$ cat src/rtl/mem_serial_sched.sv
// rtl/mem_serial_sched.sv - word fetch and LSB-first bit serialiser sequencer for a memory -> mux datapath
module mem_serial_sched #(
  parameter int ADDR_W = 4,
  parameter int DATA_W = 8,
  localparam int SEL_W = (DATA_W > 1) ? $clog2(DATA_W) : 1,
  localparam int WL_W  = ADDR_W + 1
) (
  input  logic              clock,
  input  logic              clear,
  input  logic              start,
  input  logic              abort,
  input  logic [ADDR_W-1:0] start_addr,
  input  logic [WL_W-1:0]   num_words,
  output logic [ADDR_W-1:0] mem_addr,
  input  logic [DATA_W-1:0] mem_rdata,
  output logic [SEL_W-1:0]  sel,
  output logic              bit_out,
  output logic              bit_valid,
  input  logic              bit_ready,
  output logic              busy,
  output logic              done
);

  typedef enum logic [1:0] {
    ST_IDLE  = 2'd0,
    ST_FETCH = 2'd1,
    ST_SHIFT = 2'd2,
    ST_DONE  = 2'd3
  } state_t;

  state_t              state_q, state_d;
  logic [ADDR_W-1:0]   mem_addr_q, mem_addr_d;
  logic [SEL_W-1:0]    sel_q, sel_d;
  logic [DATA_W-1:0]   word_reg_q, word_reg_d;
  logic [WL_W-1:0]     words_left_q, words_left_d;
  logic                bit_valid_q, bit_valid_d;
  logic                busy_q, busy_d;
  logic                done_q, done_d;

  // Next-state and datapath updates; abort overrides any same-cycle handshake.
  always_comb begin
    state_d      = state_q;
    mem_addr_d   = mem_addr_q;
    sel_d        = sel_q;
    word_reg_d   = word_reg_q;
    words_left_d = words_left_q;
    if (abort && (state_q != ST_IDLE)) begin
      state_d = ST_IDLE;
    end else begin
      unique case (state_q)
        ST_IDLE: begin
          if (start) begin
            mem_addr_d   = start_addr;
            words_left_d = num_words;
            state_d      = (num_words == '0) ? ST_DONE : ST_FETCH;
          end
        end
        ST_FETCH: begin
          word_reg_d = mem_rdata;
          sel_d      = '0;
          state_d    = ST_SHIFT;
        end
        ST_SHIFT: begin
          if (bit_ready) begin
            if (sel_q != SEL_W'(DATA_W - 1)) begin
              sel_d = sel_q + SEL_W'(1);
            end else if (words_left_q == WL_W'(1)) begin
              state_d = ST_DONE;
            end else begin
              words_left_d = words_left_q - WL_W'(1);
              mem_addr_d   = mem_addr_q + ADDR_W'(1);
              state_d      = ST_FETCH;
            end
          end
        end
        ST_DONE: begin
          state_d = ST_IDLE;
        end
        default: begin
          state_d = ST_IDLE;
        end
      endcase
    end
  end

  // Status outputs are decoded from the next state so they come straight off flops.
  always_comb begin
    bit_valid_d = (state_d == ST_SHIFT);
    busy_d      = (state_d == ST_FETCH) || (state_d == ST_SHIFT);
    done_d      = (state_d == ST_DONE);
  end

  // All sequencer state; clear drops any transfer in flight immediately.
  always_ff @(posedge clock or negedge clear) begin
    if (!clear) begin
      state_q      <= ST_IDLE;
      mem_addr_q   <= '0;
      sel_q        <= '0;
      word_reg_q   <= '0;
      words_left_q <= '0;
      bit_valid_q  <= 1'b0;
      busy_q       <= 1'b0;
      done_q       <= 1'b0;
    end else begin
      state_q      <= state_d;
      mem_addr_q   <= mem_addr_d;
      sel_q        <= sel_d;
      word_reg_q   <= word_reg_d;
      words_left_q <= words_left_d;
      bit_valid_q  <= bit_valid_d;
      busy_q       <= busy_d;
      done_q       <= done_d;
    end
  end

  assign mem_addr  = mem_addr_q;
  assign sel       = sel_q;
  assign bit_out   = word_reg_q[sel_q];
  assign bit_valid = bit_valid_q;
  assign busy      = busy_q;
  assign done      = done_q;

endmodule

$ cat config.mk
export PLATFORM = sky130hd
export DESIGN_NAME = mem_serial_sched
export DESIGN_NICKNAME = d
export VERILOG_FILES = /design/src/rtl/mem_serial_sched.sv
export SDC_FILE = /design/constraint.sdc
export NUM_CORES = 1
export LEC_CHECK = 0
export ABC_AREA = 1
export CAP_MARGIN = 25
export CORE_MARGIN = 5
export CORE_UTILIZATION = 60
export CTS_BUF_LIST = sky130_fd_sc_hd__clkbuf_8
export DETAILED_ROUTE_END_ITERATION = 8
export DONT_BUFFER_PORTS = 1
export PLACE_DENSITY = 0.75
export SLEW_MARGIN = 25
export SYNTH_ARGS = -nofsm -noshare
export SYNTH_HDL_FRONTEND = slang
export SYNTH_SLANG_ARGS = --single-unit
$ cat constraint.sdc
create_clock -name clock -period 2 [get_ports clock]
set_input_delay 0.4 -clock clock [delete_from_list [all_inputs] [get_ports clock]]
set_output_delay 0.4 -clock clock [all_outputs]
set_load 0.05 [all_outputs]
* Word-level counts from Yosys, hierarchy flattened
Index checks and enable logic that the tools add are counted.
** Word-level totals
- Logic and storage cells :: 58
- Register bits :: 25
- Output and inout bits :: 11
- Bits of input ports :: 22
** Operators by class
- Bitwise logic cells :: 1
- Equal/unequal tests :: 13
- Mux-type cells :: 22
- Order comparisons :: 1
- Reductions and logical operators :: 10
- Add/subtract/negate cells :: 3
** Operator list (count)
- 5-bit two-way mux :: 4
- 4-bit two-way mux :: 4
- 2-bit two-way mux :: 6
- 2-bit inequality test, second input constant :: 5
- 5-bit case mux with 2 select lines :: 1
- 2-bit == test, second input constant :: 4
- 2-bit case mux with 4 select lines :: 1
- 4-bit case mux with 2 select lines :: 1
- 3-bit two-way mux :: 2
- 3-bit case mux with 2 select lines :: 1
- 6-bit AND reduction :: 1
- 2-bit nonzero test :: 3
- 5-bit by 1-bit == test with 1-bit output, second input constant :: 1
- 5-bit logical NOT :: 1
- 5-bit by 1-bit subtractor with 5-bit output, second input constant :: 1
- 4-bit by 1-bit adder with 4-bit output, second input constant :: 1
- 2-bit by 1-bit == test with 1-bit output, second input constant :: 2
- 3-bit by 4-bit < comparator with 1-bit output, second input constant :: 1
- 4-bit AND reduction :: 1
- 3-bit by 1-bit adder with 3-bit output, second input constant :: 1
- 1-bit binary-select mux with 3-bit select :: 1
- 3-bit inequality test, second input constant :: 1
- 2-bit logical NOT :: 1
- 2-bit AND reduction :: 1
- other kinds (4) :: 4

* Longest topological paths before layout
Gate-level depths: netlist (run 1).
- Depth after elaboration :: 8
- Gate-level depth with buffers :: 9
- Mapped depth without buffers :: 9

* Least setup slack after synthesis (run 1)
Ideal clock, no wire load.
- Path type :: reg-to-output
- From :: register sel_q[0] (netlist: sel[0])
- To :: output bit_out
- Data required time :: 1600 ps
- Setup slack :: 138 ps
- Cell stages (with the launch flop) :: 6
- Data arrival time :: 1462 ps
- Path buffers :: 0
- Path through :: dfrtp_1 > inv_1 > o21ai_0 > o21ai_0 > nand2_1 > nand2_1
** On the way
- Cells in the longest elaborated chain, start to end :: 2
** RTL lines
- from (decl) :: RTL line 33 : logic [SEL_W-1:0] sel_q, sel_d;
- from (signal assigned) :: RTL line 107 : sel_q <= sel_d;
- 1-bit binary-select mux with 3-bit select :: RTL line 118 : assign bit_out = word_reg_q[sel_q];
- 1-bit two-way mux (not written as such) :: RTL line 118
- to (decl) :: RTL line 17 : output logic bit_out,
No other way between the ends. The select of a mux whose other input is x is not followed.

* Worst setup path in the final report (run 1)
Ends and elaborated chain as after synthesis.

==> results.txt, run 1 <==
The number of max-capacitance violations reported came out at 0. The overall via count from detail_route came out at 1148. The setup slack on the worst flop-to-flop path is 0.22 ns. In this run, placement finished with an instance count of roughly 210. The total area of sequential cells came out at 626 um2. The worst-case clock buffer depth is 2. The total global routing track utilization came out at 0.188. The netlist area before placement came out at approximately 1400 um2.

The clock-pin slew reported for the worst setup and hold paths after clock tree synthesis is approximately 0.09 ns. The final number of hold-violating endpoints was 0. The number of antenna violations at the first check in global routing was 0. In the final layout, the share of cells above drive strength 1 is 0.156. The length of the first detailed-routing pass in iterations came out at 4.

The kind of critical path is reg2out. At the worst endpoint, the arrival time is 1.44 ns. The upper clock frequency limit came out at 0.544 GHz. The net count after synthesis came out at about 210. The core region is ~2200 um2. Timing analysis after detailed placement gives a worst setup slack of around 0.27 ns. Setup repair after global routing left no endpoint under its margin. The H-tree depth is 1.

After layout, the design draws a total of 2.88 mW. Dividing the detail-routed via count by the number of cells gives 5.36. The initial utilization of the core area, before any placement, comes to 0.634. Buffers inserted during clock tree synthesis total 3. IR analysis of the VDD net gives a maximum drop of 1.19 mV. The worst flop-to-flop path startpoint is sel[0]. At the pin with the least slew margin, the transition time is 0.581 ns. The relative area change from synthesis to final layout is 11.0%. The repair_antennas step left the layout with diodes totalling 0. The overflow left after global routing came out at 0.

The die boundary width came out at roughly 59 um. The maximum number of pins on one net before global-route repair is 26. The count of different cell masters after synthesis came out at 20.

The source-to-sink clock delay at the later pin of the worst-skew pair came out at roughly 0.27 ns. The area of the multi-input gates is 718 um2. The routability congestion estimate from global placement is 0.864. After detailed routing, the average wire length per cell comes to 13.9 um.

The layout has 177 filler cells. The worst slew slack as a fraction of its limit came out at 0.613. The count of boundary I/O pins came out at 33. The utilization after layout came out at 0.704. In this run the remaining antenna-violating nets after routing total 0.

After routing, the total negative slack on setup checks comes to 0 ns. The critical register-to-register path endpoint is busy. Setup slack on the critical path of the routed design comes to 0.160 ns. The stage delay of the slowest cell on the critical path is 0.47 ns.

The worst-case clock skew came out at around 0.0027 ns. The via count of the first global-routing pass is 1102. The required time reported for the critical path endpoint is 1.60 ns. The flow ran to the end, and the final reports show no timing, DRC or antenna violations. In this run the worst setup path terminates at bit_out. The cell sitting at the root of the clock tree is a clkbuf_8. The count of final max-slew check failures is 0.

The final non-filler cell total came out at 214. The vertical die dimension is 58.6 um. The startpoint type of the worst setup path is a flip-flop. After layout, the minimum clock period comes to roughly 1.8 ns. The overall die area came out at 3430 um2. The net count reported at finish is approximately 220. The first global-routing pass estimated 4.92 mm of wire. The power density over cell area is about 1800 nW/um2. The routed wire length came out at 2.97 mm. The placement row count is 17. The number of gates given a new drive strength after cts is 0. The critical path goes through inv_1, o21ai_0, o21ai_0, nand2_1, nand2_1, buf_12.

In this run the static leakage power is 0.809 nW. The worst setup path is captured at an output port. Synthesis inferred 25 register bits. The finished cells cover ~1600 um2. The post-DP HPWL is 2.17 mm.

The total of hold buffers inserted after clock tree synthesis is 2. The critical path startpoint is sel[0]. The average cell area after synthesis is 8.05 um2. Yosys printed 0 warnings.

TritonCTS built the clock tree. The count of input and output buffers came out at 0. The worst-case hold slack is 0.271 ns. The sequential-to-total area share from yosys stat is 0.442.

In this run the worst hold path is classified as in2reg. The count of cells along the worst register-to-register path is 9. The final number of setup-violating endpoints is 0. Once placement finished, the instance area stood at between 1000 and 1500 um2. The detailed router finished its first iteration with 29 violations.

The largest individual stage delay along the critical path comes from the cell dfrtp_1. The number of sinks driven by the clock tree came out at 25. The total DRC errors in the routed layout came out at 0. The critical-path maximum fanout is 8.

The post-CTS repair timing setup buffer count came out at 0. The cell count after synthesis came out at 176. The final cycle utilization of the critical path is 0.920.
[state kept, by name (all words and copies together) (netlist names)]
register	cells
state_q	2
done	1
mem_addr	4
words_left_q	5
busy	1
word_reg_q	8
bit_valid	1
sel	3
[synth_stat cells]
master,instances,area share
ha_1,7,0.062
nor2_4,2,0.016
nand2_2,3,0.013
o21ai_0,11,0.039
nor2_1,16,0.042
inv_1,14,0.037
buf_6,1,0.0079
inv_2,1,0.0026
o21ai_1,4,0.014
nand3_4,1,0.012
nand4_1,2,0.0088
a21oi_1,2,0.0071
nand2_1,65,0.17
nand3_1,9,0.032
or2_2,1,0.0044
xnor2_1,1,0.0062
dfrtp_1,25,0.44
nand3_2,2,0.014
mux2_2,8,0.064
buf_2,1,0.0035
[placed cells by master (no fill, tap or decap), types with 4 or more instances in the layout]
master / instances
nand2_1: 65
nor2_1: 16
o21ai_1: 4
inv_1: 14
dfrtp_1: 25
ha_1: 7
buf_4: 5
mux2_2: 8
o21ai_0: 11
nand3_1: 9
[final cells by class]
cell class | count | share of cell area
multi-input cells | 134 | 0.457
flip-flops and latches | 25 | 0.398
inverters | 15 | 0.0358
repair buffers | 8 | 0.0557
clock buffers | 3 | 0.0263
well taps | 28 | 0.0223
clock inverters | 1 | 0.00478
[logic make-up (layout without fill, tap and decap cells)]
family / after synthesis / after routing / share of synthesized area
AOI/OAI and AO/OA: 17 / 17 / 0.0601
and+or+nand+nor: 101 / 101 / 0.315
adders and majority gates: 7 / 7 / 0.0618
buffers and inverters: 17 / 27 / 0.0512
DFF: 25 / 25 / 0.442
xor gates and xnor gates: 1 / 1 / 0.00618
muxes: 8 / 8 / 0.0636
[power breakdown]
part	internal, mW	switching, mW
Clock	0.141	0.167
Combinational	0.537	0.900
Sequential	0.748	0.389
[worst min path at each step]
stage / end / startpoint / slack [ns] / cells past startpoint
2_1_floorplan: bit_valid / clear / 0.10 / 0
3_3_place_gp: done / clear / 0.10 / 0
3_5_place_dp: done / clear / 0.11 / 0
4_1_cts: word_reg_q[1] / mem_rdata[1] / 0.27 / 1
5_1_grt: word_reg_q[2] / mem_rdata[2] / 0.26 / 1
6_report: word_reg_q[2] / mem_rdata[2] / 0.27 / 1
[worst max-delay path, delay by kind of cell, from the launching register on]
family | cells | cell delay [ns]
simple gates | 2 | 0.14
buf+inv | 2 | 0.29
compound gates | 2 | 0.27
flops | 1 | 0.47
[layer usage]
metal  global-route usage  wire [um]  up-vias
met2                0.317       1430       28
met3               0.0439        195        7
met1                0.229       1290      536
met4               0.0841         62        0
li1                     -          -      577
met5                    0          0        -
No activity file was read; power rests on OpenSTA's default activity.
==> run 2: changes to the inputs <==
--- a/config.mk
+++ b/config.mk
@@ -7,6 +7,7 @@
 export LEC_CHECK = 0
 export ABC_AREA = 1
 export CAP_MARGIN = 25
+export CORE_ASPECT_RATIO = 0.6
 export CORE_MARGIN = 5
 export CORE_UTILIZATION = 60
 export CTS_BUF_LIST = sky130_fd_sc_hd__clkbuf_8
==> constraint.sdc (replaced) <==
create_clock -name clock -period 2.4 [get_ports clock]
set_input_delay 0.48 -clock clock [delete_from_list [all_inputs] [get_ports clock]]
set_output_delay 0.48 -clock clock [all_outputs]
set_load 0.05 [all_outputs]
==> run 2 against run 1 <==
  * Clock power shrank 20%
  * Combinational power shrank 30%
  * Count of clock-buffer cells in the layout did not move
  * Sequential share of layout area up 1.4 points
  * Sequential cell count unchanged
  * First-iteration DRC count grew to 2.6 times the previous value
  * Die area is 0.93% higher
  * Cell area decreased by 3.4%
  * Clock skew increased by 0.0011 ns
  * Non-clock buffer count shrank 5
==> results.txt, run 2 (synthesis results as in run 1) <==
The flow ran to the end, and the final reports show no timing, DRC or antenna violations. The via count of the first global-routing pass came to 1134 (+2.9%). The category of cells accounting for the largest share of critical-path delay is simple AND/OR/NAND/NOR gates. The total DRC errors in the routed layout is 0 (unchanged). The met2 routed wirelength is 1.41 mm (-0.77%). The path category of the worst min-delay check is in2async. The clock buffer count from CTS was 3 (unchanged).

The total area of sequential cells is 626 um2 (unchanged). The overall die area was 3460 um2 (+0.93%). The highest metal layer with signal wires is met4. The utilization after layout came out at 0.686 (-0.0176). Clock tree synthesis selected as its root buffer the cell clkbuf_8.

The post-CTS repair timing setup buffer count is 0 (unchanged). Compared with the post-synthesis result, the final layout area differs by 7.16%. The overall via count from detail_route was 1167 (+1.7%). The data arrival time of the critical path came out at 1.55 ns (+0.11 ns).

The measured slew at the worst slew-check pin came to 0.599 ns (+0.0183 ns). Walking the worst path, the cells encountered are inv_1, nor2_1, o21ai_0, nand2_1, nand2_1. The most common cell after layout, fill and taps aside is nand2_1.

The worst-case hold slack is 0.0164 ns (-0.255 ns). The worst slew slack as a fraction of its limit is 0.601 (-0.0122). The worst-case clock buffer depth came out at 2 (unchanged).

The remaining antenna violation count is 0 (unchanged). The detailed-routing wirelength on met1 was 1.37 mm (+6.1%). The required time reported for the critical path endpoint came out at 1.92 ns (+0.32 ns). The violation count after the first detailed-route iteration came to 75 (+160%). Setup repair after global routing left no endpoint under its margin. The leakage power is 0.785 nW (-2.9%). In the layout the commonest cells are 65 x nand2_1, 25 x dfrtp_1, 16 x nor2_1.

The final number of hold-violating endpoints came to 0 (unchanged). The wire length of the first global-routing pass is 5.02 mm (+2.0%). The number of sinks driven by the clock tree is 25 (unchanged). The mean routed wirelength per cell is 14.5 um (+4.7%).

The post-DP HPWL is 2.30 mm (+6.1%). The maximum number of pins on one net before global-route repair came out at 26 (unchanged). Tracing the worst setup path back leads to its startpoint at sel[0]. The number of gates given a new drive strength after cts came out at 0 (unchanged). The total of hold buffers inserted after clock tree synthesis is 1 (-1). The source-to-sink clock delay at the later pin of the worst-skew pair is 0.27 ns (about the same). The number of antenna violations at the first check in global routing is 0 (unchanged).

The count of input and output buffers came out at 0 (unchanged). The routability congestion estimate from global placement is 0.825 (-4.6%). The H-tree depth came to 1 (unchanged). The die boundary width came out at 72.7 um (+24%).

The critical path's most frequent cell is nand2_1. The worst path in the final design needs a cycle of a little over 2 ns, including I/O delays and setup. The antenna diode count is 0 (unchanged). STA classifies the critical path startpoint as a flip-flop.

The final cycle utilization of the critical path is 0.846. The filler cell count in the final layout is 190 (+7.3%). The routed wire length was 3.07 mm (+3.2%). The clock-pin slew reported for the worst setup and hold paths after clock tree synthesis came out at 0.09 ns (about the same). The cell type of the slowest stage on the worst timing path is dfrtp_1. The area of the multi-input gates was 718 um2 (unchanged). The worst-case clock skew is 0.00375 ns (+0.00110 ns).

The net count reported at finish was 211 (-2.3%). The setup slack at placement is 0.594 ns (+0.322 ns). The met3 routed wirelength is 254 um (+30%). The length of the first detailed-routing pass in iterations came out at 4 (unchanged). The sum of buffers and inverters on the critical path came out at 1 (-1). The placeable core region came out at 2210 um2 (-0.95%). The number of max-capacitance violations reported came out at 0 (unchanged). The worst IR drop on VDD came out at 0.674 mV (-43%). The worst setup path is of the reg2out kind. The power density over cell area is 1520 nW/um2 (-17%).

The number of flip-flops under the largest register name came out at 8 (unchanged). The stage delay of the slowest cell on the critical path is 0.48 ns (about the same). The vertical die dimension came out at 47.6 um (-19%). The final number of setup-violating endpoints is 0 (unchanged). The worst flop-to-flop path startpoint is sel[2]. The worst setup slack after layout was 0.369 ns (+0.209 ns). The share of layout cells above drive strength 1 came out at 0.133 (-0.0233).

The average via count per standard cell came out at 5.53 (+3.1%). The total negative setup slack came out at 0 ns (unchanged). The critical-path maximum fanout was 8 (unchanged). The count of boundary I/O pins is 33 (unchanged).

The upper clock frequency limit is 0.492 GHz. The starting density of the core came out at 0.640 (+0.00610). The register bank with the most flops is word_reg_q. The count of final max-slew check failures is 0 (unchanged). The overflow left after global routing came out at 0 (unchanged).

The worst setup path is captured at an output port. The placement row count came out at 13 (-4). The total global routing track utilization came out at 0.194 (+0.00553). TritonCTS built the clock tree.
## run 2: final timing paths
path,depth (start not counted),slack (ns),end
worst min register to register,1,0.51,word_reg_q[4]
min in group clock,1,0.36,word_reg_q[1]
worst max register to register,8,0.58,busy
max in group asynchronous,1,2.23,bit_valid
worst max-delay path,5,0.37,bit_out
worst min-delay path,1,0.02,words_left_q[0]
## run 2: worst register-to-register path: stages (launching register included)
cell,delay [ns]
dfrtp_1,0.61
ha_1,0.33
nand2_1,0.12
inv_1,0.05
nand2_1,0.06
nand2_1,0.05
a21oi_1,0.21
ha_1,0.27
inv_1,0.06
## run 2: through the flow
step | area, um2 | std cells | power, mW
2_1_floorplan | 1420 | 176 | 1.83
3_3_place_gp | 1450 | 206 | 1.98
3_5_place_dp | 1450 | 206 | 2.05
4_1_cts | 1520 | 211 | 2.31
5_1_grt | 1520 | 211 | 2.50
6_report | 1520 | 211 | 2.30
## run 2: final cells by class
cell class,instances,share of cell area
Clock buffer,3,0.0272
Clock inverter,1,0.00247
Inverter,15,0.0371
Multi-Input combinational cell,134,0.473
Sequential cell,25,0.412
Tap cell,30,0.0247
Timing Repair Buffer,3,0.0231
## run 2: where the power goes
part	internal (mW)	switching (mW)	total, mW
combinational	0.361	0.648	1.01
sequential	0.622	0.426	1.05
clock	0.114	0.131	0.245
## run 2: per-layer routing
metal,vias to the layer above,global-route usage
li1,572,-
met1,549,0.240
met2,42,0.330
met3,4,0.0692
met4,0,0.0551
met5,-,0
